## config.mk

```make
export PLATFORM = sky130hd
export DESIGN_NAME = bkg_renderer_flat
export DESIGN_NICKNAME = d
export VERILOG_FILES = /design/src/rtl/bkg_pkg.sv /design/src/rtl/bkg_renderer_if.sv /design/src/rtl/bkg_fade_scaler.sv /design/src/rtl/bkg_renderer.sv /design/src/flat_wrapper.sv
export SDC_FILE = /design/constraint.sdc
export NUM_CORES = 1
export LEC_CHECK = 0
export CAP_MARGIN = 20
export CORE_UTILIZATION = 57
export CTS_CLUSTER_SIZE = 24
export DETAILED_ROUTE_END_ITERATION = 7
export DONT_BUFFER_PORTS = 1
export HOLD_SLACK_MARGIN = 0.15
export PLACE_DENSITY = 0.75
export SETUP_SLACK_MARGIN = 0.05
export SYNTH_ARGS = -nofsm -noshare
export SYNTH_HDL_FRONTEND = slang
export SYNTH_SLANG_ARGS = --single-unit
```

## constraint.sdc

```tcl
create_clock -name clk -period 4.05 [get_ports clk]
set_input_delay 0.405 -clock clk [delete_from_list [all_inputs] [get_ports clk]]
set_output_delay 0.405 -clock clk [all_outputs]
set_load 0.01 [all_outputs]
```

## src/rtl/bkg_pkg.sv

```systemverilog
// Package: bkg_pkg
// Shared definitions for the background renderer.
//  - Game state codes as driven on the S input.
//  - Fade FSM state encoding.
//  - 24-bit {r,g,b} colour constants.
package bkg_pkg;

    localparam logic [2:0] ST_MENU = 3'b000;
    localparam logic [2:0] ST_ON   = 3'b001;
    localparam logic [2:0] ST_LOSE = 3'b010;
    localparam logic [2:0] ST_WIN  = 3'b011;

    typedef enum logic [1:0] {
        StSteady,
        StFadeOut,
        StFadeIn
    } fade_st_e;

    localparam logic [23:0] BLUE    = 24'h0000FF;
    localparam logic [23:0] RED     = 24'hFF0000;
    localparam logic [23:0] BLACK   = 24'h000000;
    localparam logic [23:0] WIN_YEL = 24'hFFEC00;
    localparam logic [23:0] WHITE   = 24'hFFFFFF;

endpackage

```

## src/rtl/bkg_renderer_if.sv

```systemverilog
// Interface: bkg_renderer_if
// Pixel-stream bundle between the VGA timing / game FSM side and the renderer.
//  master: drives video_on, x_coord, y_coord, S, text_on; receives colours.
//  slave : the renderer; receives pixel context, drives red/green/blue/bkg_rgb.
interface bkg_renderer_if #(
    parameter int unsigned COORD_W = 10
);
    logic               video_on;
    logic [COORD_W-1:0] x_coord;
    logic [COORD_W-1:0] y_coord;
    logic [2:0]         S;
    logic               text_on;
    logic [7:0]         red;
    logic [7:0]         green;
    logic [7:0]         blue;
    logic [23:0]        bkg_rgb;

    modport master (
        output video_on, x_coord, y_coord, S, text_on,
        input  red, green, blue, bkg_rgb
    );

    modport slave (
        input  video_on, x_coord, y_coord, S, text_on,
        output red, green, blue, bkg_rgb
    );
endinterface

```

## src/rtl/bkg_fade_scaler.sv

```systemverilog
// Module: bkg_fade_scaler
// Combinational brightness scaler for one 8-bit colour channel.
//  chan_i  : channel value
//  level_i : brightness, 0 .. 2**FADE_LOG2 (full)
//  chan_o  : (chan_i * level_i) >> FADE_LOG2; full level is exact passthrough
module bkg_fade_scaler #(
    parameter int unsigned FADE_LOG2 = 3
) (
    input  logic [7:0]         chan_i,
    input  logic [FADE_LOG2:0] level_i,
    output logic [7:0]         chan_o
);
    localparam int unsigned PROD_W = 8 + FADE_LOG2 + 1;

    logic [PROD_W-1:0] prod;
    logic [PROD_W-1:0] shifted;
    logic              unused_hi;

    assign prod    = {{(FADE_LOG2 + 1){1'b0}}, chan_i} * {8'd0, level_i};
    assign shifted = prod >> FADE_LOG2;
    // Max result is 255, so the bits above the low byte are always zero.
    assign unused_hi = ^shifted[PROD_W-1:8];
    assign chan_o    = shifted[7:0];
endmodule

```

## src/rtl/bkg_renderer.sv

```systemverilog
// Module: bkg_renderer
// Per-pixel background/overlay colour generator, one pixel per clk, 1-clk latency.
//  clk : pixel clock
//  rst : synchronous, active-high reset
//  bus : slave side of bkg_renderer_if
//        in : video_on, x_coord, y_coord, S (requested game state), text_on
//        out: red/green/blue (final colour), bkg_rgb (background after fade), all registered
// Colours follow the displayed state (shown_q), which only changes at the dark point of a
// frame-synchronous fade-out/fade-in, so a state change never tears mid-frame.
module bkg_renderer
    import bkg_pkg::*;
#(
    parameter int unsigned COORD_W   = 10,
    parameter int unsigned H_ACTIVE  = 640,
    parameter int unsigned V_ACTIVE  = 480,
    parameter int unsigned TOP_BAND  = 85,
    parameter int unsigned BOT_BAND  = 415,
    parameter int unsigned FADE_LOG2 = 3,
    parameter int unsigned BLINK_FRM = 30
) (
    input logic           clk,
    input logic           rst,
    bkg_renderer_if.slave bus
);
    localparam int unsigned LVL_W = FADE_LOG2 + 1;
    localparam int unsigned CNT_W = (BLINK_FRM > 1) ? $clog2(BLINK_FRM) : 1;
    localparam logic [LVL_W-1:0] LVL_FULL = {1'b1, {FADE_LOG2{1'b0}}};
    localparam logic [LVL_W-1:0] LVL_ONE  = {{FADE_LOG2{1'b0}}, 1'b1};

    logic eof;

    logic [CNT_W-1:0] blink_cnt_q, blink_cnt_d;
    logic             blink_ph_q, blink_ph_d;

    fade_st_e         state_q, state_d;
    logic [LVL_W-1:0] level_q, level_d;
    logic [2:0]       shown_q, shown_d;

    logic [23:0] bkg_raw;
    logic [23:0] bkg_scaled;
    logic [7:0]  white_scaled;
    logic        text_show;

    logic [23:0] rgb_d, rgb_q;
    logic [23:0] bkg_d, bkg_q;

    // Last active pixel of the frame.
    assign eof = bus.video_on
              && (bus.x_coord == COORD_W'(H_ACTIVE - 1))
              && (bus.y_coord == COORD_W'(V_ACTIVE - 1));

    // Blink counter runs in every state so the phase is free-running.
    always_comb begin
        blink_cnt_d = blink_cnt_q;
        blink_ph_d  = blink_ph_q;
        if (eof) begin
            if (blink_cnt_q == CNT_W'(BLINK_FRM - 1)) begin
                blink_cnt_d = '0;
                blink_ph_d  = ~blink_ph_q;
            end else begin
                blink_cnt_d = blink_cnt_q + CNT_W'(1);
            end
        end
    end

    // Fade FSM: state register.
    always_ff @(posedge clk) begin
        if (rst) begin
            state_q <= StSteady;
            level_q <= LVL_FULL;
            shown_q <= ST_MENU;
        end else begin
            state_q <= state_d;
            level_q <= level_d;
            shown_q <= shown_d;
        end
    end

    // Fade FSM: next state.
    always_comb begin
        state_d = state_q;
        unique case (state_q)
            StSteady: begin
                if (eof && (bus.S != shown_q)) state_d = StFadeOut;
            end
            StFadeOut: begin
                if (eof && (level_q == '0)) state_d = StFadeIn;
            end
            StFadeIn: begin
                if (eof && (level_q == LVL_FULL - LVL_ONE)) state_d = StSteady;
            end
            default: state_d = StSteady;
        endcase
    end

    // Fade FSM: level and displayed-state updates.
    always_comb begin
        level_d = level_q;
        shown_d = shown_q;
        unique case (state_q)
            StSteady: begin
                if (eof && (bus.S != shown_q)) level_d = level_q - LVL_ONE;
            end
            StFadeOut: begin
                if (eof) begin
                    if (level_q == '0) begin
                        // Swap at full black; S is sampled here, not at fade start.
                        shown_d = bus.S;
                        level_d = LVL_ONE;
                    end else begin
                        level_d = level_q - LVL_ONE;
                    end
                end
            end
            StFadeIn: begin
                if (eof) level_d = level_q + LVL_ONE;
            end
            default: begin
                level_d = LVL_FULL;
            end
        endcase
    end

    // Background colour from the displayed state.
    always_comb begin
        bkg_raw = BLACK;
        unique case (shown_q)
            ST_MENU: bkg_raw = BLUE;
            ST_ON: begin
                if (bus.y_coord > COORD_W'(BOT_BAND)) begin
                    bkg_raw = RED;
                end else if (bus.y_coord <= COORD_W'(TOP_BAND)) begin
                    bkg_raw = BLUE;
                end else begin
                    bkg_raw = BLACK;
                end
            end
            ST_LOSE: bkg_raw = RED;
            ST_WIN:  bkg_raw = WIN_YEL;
            default: bkg_raw = BLACK;
        endcase
    end

    assign text_show = bus.text_on
                    && ((shown_q == ST_LOSE) || ((shown_q == ST_WIN) && blink_ph_q));

    bkg_fade_scaler #(.FADE_LOG2(FADE_LOG2)) u_scale_r (
        .chan_i  (bkg_raw[23:16]),
        .level_i (level_q),
        .chan_o  (bkg_scaled[23:16])
    );

    bkg_fade_scaler #(.FADE_LOG2(FADE_LOG2)) u_scale_g (
        .chan_i  (bkg_raw[15:8]),
        .level_i (level_q),
        .chan_o  (bkg_scaled[15:8])
    );

    bkg_fade_scaler #(.FADE_LOG2(FADE_LOG2)) u_scale_b (
        .chan_i  (bkg_raw[7:0]),
        .level_i (level_q),
        .chan_o  (bkg_scaled[7:0])
    );

    // Text is white on all three channels, so one scaler covers it.
    bkg_fade_scaler #(.FADE_LOG2(FADE_LOG2)) u_scale_txt (
        .chan_i  (WHITE[7:0]),
        .level_i (level_q),
        .chan_o  (white_scaled)
    );

    always_comb begin
        rgb_d = '0;
        bkg_d = '0;
        if (bus.video_on) begin
            bkg_d = bkg_scaled;
            rgb_d = text_show ? {white_scaled, white_scaled, white_scaled} : bkg_scaled;
        end
    end

    always_ff @(posedge clk) begin
        if (rst) begin
            blink_cnt_q <= '0;
            blink_ph_q  <= 1'b0;
            rgb_q       <= '0;
            bkg_q       <= '0;
        end else begin
            blink_cnt_q <= blink_cnt_d;
            blink_ph_q  <= blink_ph_d;
            rgb_q       <= rgb_d;
            bkg_q       <= bkg_d;
        end
    end

    assign bus.red     = rgb_q[23:16];
    assign bus.green   = rgb_q[15:8];
    assign bus.blue    = rgb_q[7:0];
    assign bus.bkg_rgb = bkg_q;

endmodule

```

## src/flat_wrapper.sv

```systemverilog
// flat-port wrapper written by rule: the top's interface ports become plain ports
module bkg_renderer_flat import bkg_pkg::*;
#(
    parameter int unsigned COORD_W   = 10,
    parameter int unsigned H_ACTIVE  = 640,
    parameter int unsigned V_ACTIVE  = 480,
    parameter int unsigned TOP_BAND  = 85,
    parameter int unsigned BOT_BAND  = 415,
    parameter int unsigned FADE_LOG2 = 3,
    parameter int unsigned BLINK_FRM = 30
)
  (clk, rst, bus_video_on, bus_x_coord, bus_y_coord, bus_S, bus_text_on, bus_red, bus_green, bus_blue, bus_bkg_rgb);
  bkg_renderer_if #(.COORD_W(COORD_W)) bus_i ();
  input logic clk;
  input logic rst;
  input wire logic [$bits(bus_i.video_on)-1:0] bus_video_on;
  input wire logic [$bits(bus_i.x_coord)-1:0] bus_x_coord;
  input wire logic [$bits(bus_i.y_coord)-1:0] bus_y_coord;
  input wire logic [$bits(bus_i.S)-1:0] bus_S;
  input wire logic [$bits(bus_i.text_on)-1:0] bus_text_on;
  output wire logic [$bits(bus_i.red)-1:0] bus_red;
  output wire logic [$bits(bus_i.green)-1:0] bus_green;
  output wire logic [$bits(bus_i.blue)-1:0] bus_blue;
  output wire logic [$bits(bus_i.bkg_rgb)-1:0] bus_bkg_rgb;
  assign bus_i.video_on = bus_video_on;
  assign bus_i.x_coord = bus_x_coord;
  assign bus_i.y_coord = bus_y_coord;
  assign bus_i.S = bus_S;
  assign bus_i.text_on = bus_text_on;
  assign bus_red = bus_i.red;
  assign bus_green = bus_i.green;
  assign bus_blue = bus_i.blue;
  assign bus_bkg_rgb = bus_i.bkg_rgb;
  bkg_renderer #(.COORD_W(COORD_W), .H_ACTIVE(H_ACTIVE), .V_ACTIVE(V_ACTIVE), .TOP_BAND(TOP_BAND), .BOT_BAND(BOT_BAND), .FADE_LOG2(FADE_LOG2), .BLINK_FRM(BLINK_FRM)) u_core (.clk(clk), .rst(rst), .bus(bus_i));
endmodule
```

# --- Word level (Yosys, flattened, before mapping) ---
# Cells that the tools add are included.
word_totals:
  regBits: 63
  in_bits: 27
  output_inout_bits: 48
  wordCells: 63
classes:
  n_addsub: 3
  multipliers: 4
  n_lt_le_gt_ge: 2
  n_eq_ne: 15
  muxes: 14
  bitwise_logic: 2
  reduce_logical: 16
op_table:
  columns: ["op", "count"]
  rows:
  - ["24-bit case mux with 4 select lines", 1]
  - ["24-bit 2-to-1 mux", 2]
  - ["8-bit by 4-bit multiplier with 11-bit output", 3]
  - ["4-bit 2-to-1 mux", 4]
  - ["4-bit case mux with 3 select lines", 1]
  - ["8-bit by 4-bit multiplier with 11-bit output (first input constant)", 1]
  - ["10-bit == test (second input constant)", 1]
  - ["10-bit by 9-bit == test with 1-bit output (second input constant)", 1]
  - ["10-bit by 9-bit greater-than comparator with 1-bit output (second input constant)", 1]
  - ["10-bit by 7-bit <= comparator with 1-bit output (second input constant)", 1]
  - ["2-bit by 1-bit != test with 1-bit output (second input constant)", 5]
  - ["3-bit AND reduction", 3]
  - ["8-bit 2-to-1 mux", 1]
  - ["1-bit logical AND", 7]
  - ["3-bit by 2-bit == test with 1-bit output (second input constant)", 2]
  - ["2-bit 2-to-1 mux", 3]
  - ["2-bit case mux with 3 select lines", 1]
  - ["5-bit by 1-bit adder with 5-bit output (second input constant)", 1]
  - ["5-bit == test (second input constant)", 1]
  - ["5-bit 2-to-1 mux", 1]
  - ["4-bit by 1-bit adder with 4-bit output (second input constant)", 1]
  - ["4-bit by 3-bit == test with 1-bit output (second input constant)", 1]
  - ["4-bit zero test", 1]
  - ["4-bit by 1-bit subtractor with 4-bit output (second input constant)", 1]
  - ["other kinds (10)", 11]

# --- Depth between registers and ports, before layout ---
# Gate-level depths: netlist of run 1.
logic_depth:
  word_depth: 6
  depth_mapped: 17
  depth_no_buf: 16

# --- Hierarchy ---
# From an unflattened synthesis of run 1, not the netlist that was laid out.
unflattened:
  cells_unflattened: 675
  hier_area_um2: 5764.3
modules_own_cells:
  columns: ["module", "instances", "cells_per_inst", "area_per_inst_um2", "seq_area_each_um2"]
  rows:
  - ["bkg_renderer", 1, 287, 2588.7, 1261.2]
  - ["bkg_fade_scaler at u_core.u_scale_g ...", 2, 97, 797.0, 0.0]
  - ["bkg_fade_scaler at u_core.u_scale_b", 1, 97, 793.3, 0.0]
  - ["bkg_fade_scaler at u_core.u_scale_r", 1, 97, 788.3, 0.0]

# --- Worst setup path after synthesis of run 1 ---
# Ideal clock, no wire load.
synth_timing:
  path_kind: "reg-to-reg"
  start: "reg u_core.shown_q[2]"
  end: "reg u_core.rgb_q[7]"
  setup_ps: 127
  t_arrival_ps: 3937
  t_required_ps: 3923
  path_slack_ps: -14
  stages_incl_launch_ff: 16
  n_path_buf: 1
  synth_period_minus_slack_ps: 4064
  path_cell_list: "dfxtp_1 buf_6 or2_4 or4_4 o22ai_1 and2_1 inv_1 fa_1 inv_1 fa_1 fa_1 a21o_1 a21oi_1 o21ai_0 xnor2_1 o22ai_1"
synth_between:
  elab_chain_len: 5
  word_cells_on_any_way: 10
  classes_between: "1 x mul; 3 x eq/ne; 2 x mux; 4 x reduce/logical"
synth_lines:
  columns: ["element", "line", "rtl"]
  rows:
  - ["from (decl)", "bkg_renderer.sv:37", "logic [2:0] shown_q, shown_d;"]
  - ["from (signal assigned)", "bkg_renderer.sv:75", "shown_q <= shown_d;"]
  - ["branches (longest 4 deep; another with 8-bit by 4-bit multiplier with 11-bit output)", null, null]
  - ["24-bit 2-to-1 mux *", "bkg_renderer.sv:177", "rgb_d = text_show ? {white_scaled, white_scaled, white_scaled} : bkg_scaled;"]
  - ["to (signal assigned)", "bkg_renderer.sv:190", "rgb_q <= rgb_d;"]
  - ["to (decl)", "bkg_renderer.sv:44", "logic [23:0] rgb_d, rgb_q;"]
# Mark *: on every way between the ends.
# A chain may end at the register's enable or synchronous reset.

# --- Worst setup path after layout of run 1 ---
# Ends and elaborated chain as after synthesis.

==> impl_metrics.py, run 1 <==
metrics = {
    "timing": {
        "fin_setup_tns_ns": 0,
        "fmax_ghz": 0.2593,
        "slew_headroom": 0.3253,
        "period_minus_slack_ns": 3.856,
        "hold_viol_final": 0,
        "min_period_over_period": 0.9522,
        "setup_ws_ns": 0.1938,
        "fin_skew_ns": 0.007611,
        "setup_viol": 0,
        "grt_setup_unrepaired": "no",
        "worst_slew_pin_slew_ns": 1.010,
        "slew_viol_final": 0,
    },
    "logic_synthesis": {
        "syn-instance-count": 466,
        "yosysTopAreaCell": "dfxtp_1",
        "netlist_area_um2": 4189,
        "synth-edff-count": 0,
        "synthArstFlopShare": 0,
        "synthFlopType": "dfxtp_1",
        "syn-num-nets": 565,
        "synth_area_leaders": "dfxtp_1 30%, ha_1 15%, fa_1 11%",
        "synth_top_area_share": 0.3011,
        "yosys_warnings": 0,
        "seq_area_frac_synth": 0.3011,
        "avgSynthCellArea_um2": 8.989,
        "ys_types": 50,
        "synth-seq-cells": 63,
    },
    "global_route": {
        "overflow": 0,
        "grt_pass1_wl_mm": 15.53,
        "grt_start_max_net_pins": 30,
        "first_global_vias": 3235,
        "grt.total_usage": 0.2680,
        "antenna_found_initial": 0,
    },
    "die": {
        "initial_core_util": 0.6032,
        "core_um2": 6944,
        "fp.dieArea_um2": 7696,
        "num_io_pins": 75,
        "rows": 30,
        "die_y_um": 87.73,
        "fp.dieW_um": 87.73,
    },
    "min_path": {
        "hold_path_startpoint": "bus_S[0]",
        "hold_depth": 2,
        "min-delay-path-class": "input port to flip-flop",
        "hold_end": "u_core.shown_q[0]",
    },
    "finish": {
        "multi_input_area_um2": 2798,
        "area_delta_synth_final_pct": 12.25,
        "layout_common_cells": "63 x dfxtp_1, 47 x ha_1, 46 x nand2_1",
        "final_core_utilization": 0.6771,
        "num_antenna_cells": 0,
        "drive_gt1_frac": 0.1211,
        "fillers": 548,
        "final_common_cell": "dfxtp_1",
        "regArea_um2": 1261,
        "final_nets": 581,
    },
    "critical_path": {
        "cp-end-kind": "flip-flop",
        "r2r_cells": 14,
        "ff2ff_setup_slack_ns": 0.19,
        "startpoint_type": "flip-flop",
        "r2r_start": "u_core.shown_q[2]",
        "path_class": "flip-flop to flip-flop",
        "cp_slowest_cell": "fa_1",
        "cp.required_ns": 4.27,
        "r2r_end": "u_core.rgb_q[7]",
        "crit_fanout": 6,
        "cp_data_arrival_time_ns": 4.07,
        "crit_chain": "or2_4 > or4_4 > o22ai_4 > and2_1 > inv_1 > fa_1 > inv_2 > fa_1 > fa_2 > a21o_1 > a21oi_2 > o21ai_0 > xnor2_1 > o22ai_1",
        "cp_slowest_stage_delay_ns": 0.49,
        "path_common_cell": "fa_1",
    },
    "cts": {
        "cts_max_level": 3,
        "path_clk_slew_ns": 0.07,
        "cts.sink_count": 63,
        "cts_buffers": 9,
        "cts_tree": "done",
        "cts_max_path_buffers": 2,
        "ctsRootBufferMaster": "clkbuf_8",
        "insertion_delay_ns": 0.35,
    },
    "detailed_routing": {
        "drtIter0Drc": 140,
        "drc": 0,
        "drtPass1Iterations": 4,
        "vias": 3278,
        "wl_per_cell_um": 16.48,
        "ant_nets": 0,
        "wirelength_mm": 9.609,
        "vias_per_cell": 5.623,
    },
    "pwr": {
        "ir_drop_mv": 0.2051,
        "leakage_uw": 0.002245,
        "power_density_nw_per_um2": 275.3,
        "finalPower_uw": 1294,
    },
    "placed_design": {
        "gp_congestion": 0.9057,
        "numPortBuffers": 0,
        "dp_slack_ns": 0.002466,
        "dp_hpwl_mm": 7.107,
    },
    "outcome": {
        "outcome": "complete, no violations",
    },
    "run": {
        "maxCapViolCount": 0,
    },
}
==> final cells by class <==
cell class / instances / share of cell area
clock inverters: 4 / 0.01623
clock buffers: 12 / 0.03300
flip-flops and latches: 63 / 0.2682
multi-input cells: 348 / 0.5950
well taps: 96 / 0.02555
inverters: 43 / 0.03433
repair buffers: 17 / 0.02767
==> synthesized netlist by cell type, drive strengths merged, types with 4 or more instances <==
master and count:
dfxtp 63, ha 49, nand2 46, inv 43
nor2 43, a21oi 32, fa 23, xnor2 19
o21ai 17, xor2 14, and2 12, nor2b 9
clkbuf 8, nand3 8, nand2b 6, a21o 5
nand4 5, or2 5, a31oi 4, buf 4
mux2i 4, o22ai 4, o31ai 4
==> cells by family (layout without fill, tap and decap cells) <==
kind of cell,Yosys count,in the layout,synth area share
mux,5,5,0.01225
fa+ha+maj,72,72,0.2563
compound gates,89,89,0.1338
flops,63,63,0.3011
simple gates,149,149,0.1762
buf+inv,55,76,0.05137
xor+xnor,33,33,0.06900
==> metrics by stage <==
step	hold WS [ns]	std cells	instance area, um2
after floorplan	0.4706	466	4195
after CTS	0.2037	580	4618
final	0.2115	583	4702
after global placement	0.4764	563	4359
after global routing	0.2067	583	4702
after detailed placement	0.4806	563	4359
==> how the worst max path moves through the flow <==
stage / cells after the start / from / slack (ns) / endpoint
after floorplan: 15 / u_core.shown_q[2] / 0.07 / u_core.rgb_q[7]
after global placement: 14 / u_core.shown_q[2] / 0.10 / u_core.rgb_q[7]
after detailed placement: 13 / u_core.shown_q[2] / 0.002 / u_core.bus.bkg_rgb[6]
after CTS: 13 / u_core.shown_q[2] / 0.02 / u_core.bus.bkg_rgb[6]
after global routing: 14 / u_core.shown_q[2] / 0.02 / u_core.rgb_q[7]
final: 14 / u_core.shown_q[2] / 0.19 / u_core.rgb_q[7]
==> state kept, by name, indices dropped and copies added (netlist names) <==
name	count
u_core.blink_cnt_q	5
u_core.blink_ph_q	1
u_core.bus.bkg_rgb	24
u_core.level_q	4
u_core.rgb_q	24
u_core.shown_q	3
u_core.state_q	2
==> report_power, final <==
group	internal [uW]	switching, uW	leakage, uW	total, uW
Sequential	628	7.72	0.000512	636
Clock	383	251	0.000113	634
Combinational	9.05	16.3	0.00162	25.3
==> repair_timing <==
action                                  CTS  global route
hold buffers                              1             0
setup buffers                             0             3
hold endpoints to repair                  7             0
endpoints found under the setup margin    6            16
gates resized for setup                   5            12
pin swaps                                 2             6
==> critical path: cells and delay by family (launching register included) <==
family,cells,cell delay (ns)
compound gates,5,0.79
xor+xnor,1,0.21
fa+ha+maj,3,1.41
buf+inv,2,0.12
flops,1,0.31
simple gates,3,0.87
==> per-layer routing <==
| metal | GRT usage | share of wire |
|---|---|---|
| met1 | 0.3322 | 0.43 |
| met3 | 0.05184 | 0.032 |
| met4 | 0.1162 | 0.020 |
| met2 | 0.4531 | 0.52 |
| met5 | 0 | 0 |
Note: power is estimated with default switching activity, not from simulation.
==> inputs of run 2 (changes only) <==
- CORE_ASPECT_RATIO: not set -> 0.9
==> run 2 against run 1 <==
Net effect: via count shrank 0.49%; critical endpoint is now u_core.bus.bkg_rgb[6]; critical path type unchanged; global-route usage shrank 0.64 points; clock skew shrank 0.00077 ns; largest cell class unchanged; critical path depth is the same; sequential power is essentially flat; sequential cell count is the same; combinational power grew 4%.
==> impl_metrics.py, run 2 (same netlist as run 1, synthesis figures left out) <==
metrics = {
    "outcome": {
        "outcome": "complete, no violations",
    },
    "detailed_routing": {
        "drtPass1Iterations": 4,
        "vias_per_cell": 5.605,
        "drtIter0Drc": 112,
        "drc": 0,
        "vias": 3262,
        "wirelength_mm": 9.529,
        "ant_nets": 0,
        "wl_per_cell_um": 16.37,
    },
    "critical_path": {
        "ff2ff_setup_slack_ns": 0.19,
        "cp_data_arrival_time_ns": 4.11,
        "r2r_end": "u_core.bus.bkg_rgb[6]",
        "crit_fanout": 6,
        "r2r_start": "u_core.shown_q[2]",
        "cp-end-kind": "flip-flop",
        "cp-startpoint": "u_core.shown_q[2]",
        "path_class": "flip-flop to flip-flop",
        "r2r_cells": 14,
        "cp.required_ns": 4.30,
        "startpoint_type": "flip-flop",
    },
    "timing": {
        "fin_setup_tns_ns": 0,
        "period_minus_slack_ns": 3.865,
        "grt_setup_unrepaired": "no",
        "slew_viol_final": 0,
        "fin_skew_ns": 0.006845,
        "slew_headroom": 0.3154,
        "fmax_ghz": 0.2588,
        "setup_viol": 0,
        "hold_viol_final": 0,
        "min_period_over_period": 0.9542,
        "worst_slew_pin_slew_ns": 1.024,
    },
    "die": {
        "fp.dieW_um": 92.37,
        "die_y_um": 83.33,
        "num_io_pins": 75,
        "fp.dieArea_um2": 7697,
        "initial_core_util": 0.5920,
        "rows": 29,
        "core_um2": 7076,
    },
    "finish": {
        "final_nets": 583,
        "area_delta_synth_final_pct": 11.14,
        "fillers": 572,
        "layout_common_cells": "63 x dfxtp_1, 48 x ha_1, 46 x nand2_1",
        "final_common_cell": "dfxtp_1",
        "drive_gt1_frac": 0.1227,
        "num_antenna_cells": 0,
    },
    "pwr": {
        "finalPower_uw": 1197,
        "seq_power_share": 0.531,
        "power.switching_uw": 278.5,
        "sw_frac_of_total": 0.2326,
        "power.internal_uw": 918.8,
        "ir_drop_mv": 0.1773,
        "clkPwrFrac": 0.447,
        "leakage_uw": 0.002236,
        "combPwrFrac": 0.022,
        "power_density_nw_per_um2": 257.2,
    },
    "min_path": {
        "hold_depth": 2,
        "hold_path_startpoint": "bus_S[0]",
        "hold_end": "u_core.shown_q[0]",
        "min-delay-path-class": "input port to flip-flop",
    },
    "global_route": {
        "grt.total_usage": 0.2616,
        "overflow": 0,
        "antenna_found_initial": 0,
        "grt_start_max_net_pins": 30,
        "first_global_vias": 3292,
        "grt_pass1_wl_mm": 15.63,
    },
    "cts": {
        "insertion_delay_ns": 0.35,
        "cts_max_level": 3,
        "cts.sink_count": 63,
        "cts_buffers": 9,
        "path_clk_slew_ns": 0.07,
        "ctsRootBufferMaster": "clkbuf_8",
        "cts_tree": "done",
        "cts_max_path_buffers": 2,
    },
    "placed_design": {
        "gp_congestion": 0.9487,
        "numPortBuffers": 0,
        "dp_hpwl_mm": 7.213,
    },
    "run": {
        "maxCapViolCount": 0,
    },
}
-- run 2: cell type report --
| class | count | area (um2) | area share |
|---|---|---|---|
| Timing Repair Buffer | 19 | 145.1 | 0.03117 |
| Tap cell | 93 | 116.4 | 0.02499 |
| Clock inverter | 6 | 61.31 | 0.01317 |
| Sequential cell | 63 | 1261 | 0.2709 |
| Clock buffer | 10 | 127.6 | 0.02741 |
| Inverter | 43 | 161.4 | 0.03467 |
| Multi-Input combinational cell | 348 | 2783 | 0.5977 |
-- run 2: worst max-delay path by stage --
| stage | endpoint | slack [ns] | depth (start not counted) |
|---|---|---|---|
| 6_report | u_core.bus.bkg_rgb[6] | 0.19 | 14 |
| 5_1_grt | u_core.rgb_q[7] | 0.07 | 14 |
| 4_1_cts | u_core.rgb_q[23] | 0.05 | 17 |
| 3_5_place_dp | u_core.rgb_q[7] | -0.05 | 14 |
| 3_3_place_gp | u_core.rgb_q[7] | 0.11 | 14 |
| 2_1_floorplan | u_core.rgb_q[7] | 0.07 | 15 |
-- run 2: repair_timing --
item | 4_1_cts | 5_1_grt
pin swaps | 3 | 5
setup endpoints to repair | 7 | 12
endpoints found under the hold margin | 7 | 0
hold buffers | 1 | 0
setup buffers | 1 | 1
gates resized for setup | 5 | 10
-- run 2: routing by layer --
layer | vias up | part of all wire | routed length (um) | global-route usage
li1 | 1603 | - | - | -
met1 | 1563 | 0.43 | 4135 | 0.3304
met2 | 82 | 0.50 | 4760 | 0.4350
met3 | 14 | 0.049 | 469 | 0.06410
met4 | 0 | 0.017 | 163 | 0.08665
met5 | - | 0 | 0 | 0
-- run 2: metrics by stage --
step	instances	hold slack [ns]	setup WS (ns)	cell area, um2	utilization
6_report	582	0.2216	0.1854	4656	0.6580
5_1_grt	582	0.2157	0.07053	4656	0.6580
4_1_cts	581	0.2052	0.05096	4614	0.6522
3_5_place_dp	563	0.4817	-0.04961	4378	0.6187
3_3_place_gp	563	0.4763	0.1116	4378	0.6187
2_1_floorplan	466	0.4706	0.07221	4195	-
-- run 2: power groups by stage --
stage	Clock (uW)	Sequential (uW)	Combinational, uW
finish	535	636	26.2
floorplan	0	649	19.1
detailed placement	0	651	23.4
CTS	539	636	25.6
global route	574	637	28.8
global placement	0	650	22.6
-- run 2: critical path: stages, from the launching register on --
cell and delay, ns:
dfxtp_1 0.32, or2_4 0.27, or4_4 0.45, o22ai_4 0.17, and2_1 0.18, inv_1 0.06
fa_1 0.49, inv_2 0.06, fa_2 0.51, ha_4 0.32, nand3_1 0.10, or4_4 0.44
a21oi_1 0.17, a31oi_2 0.07, a21oi_1 0.16
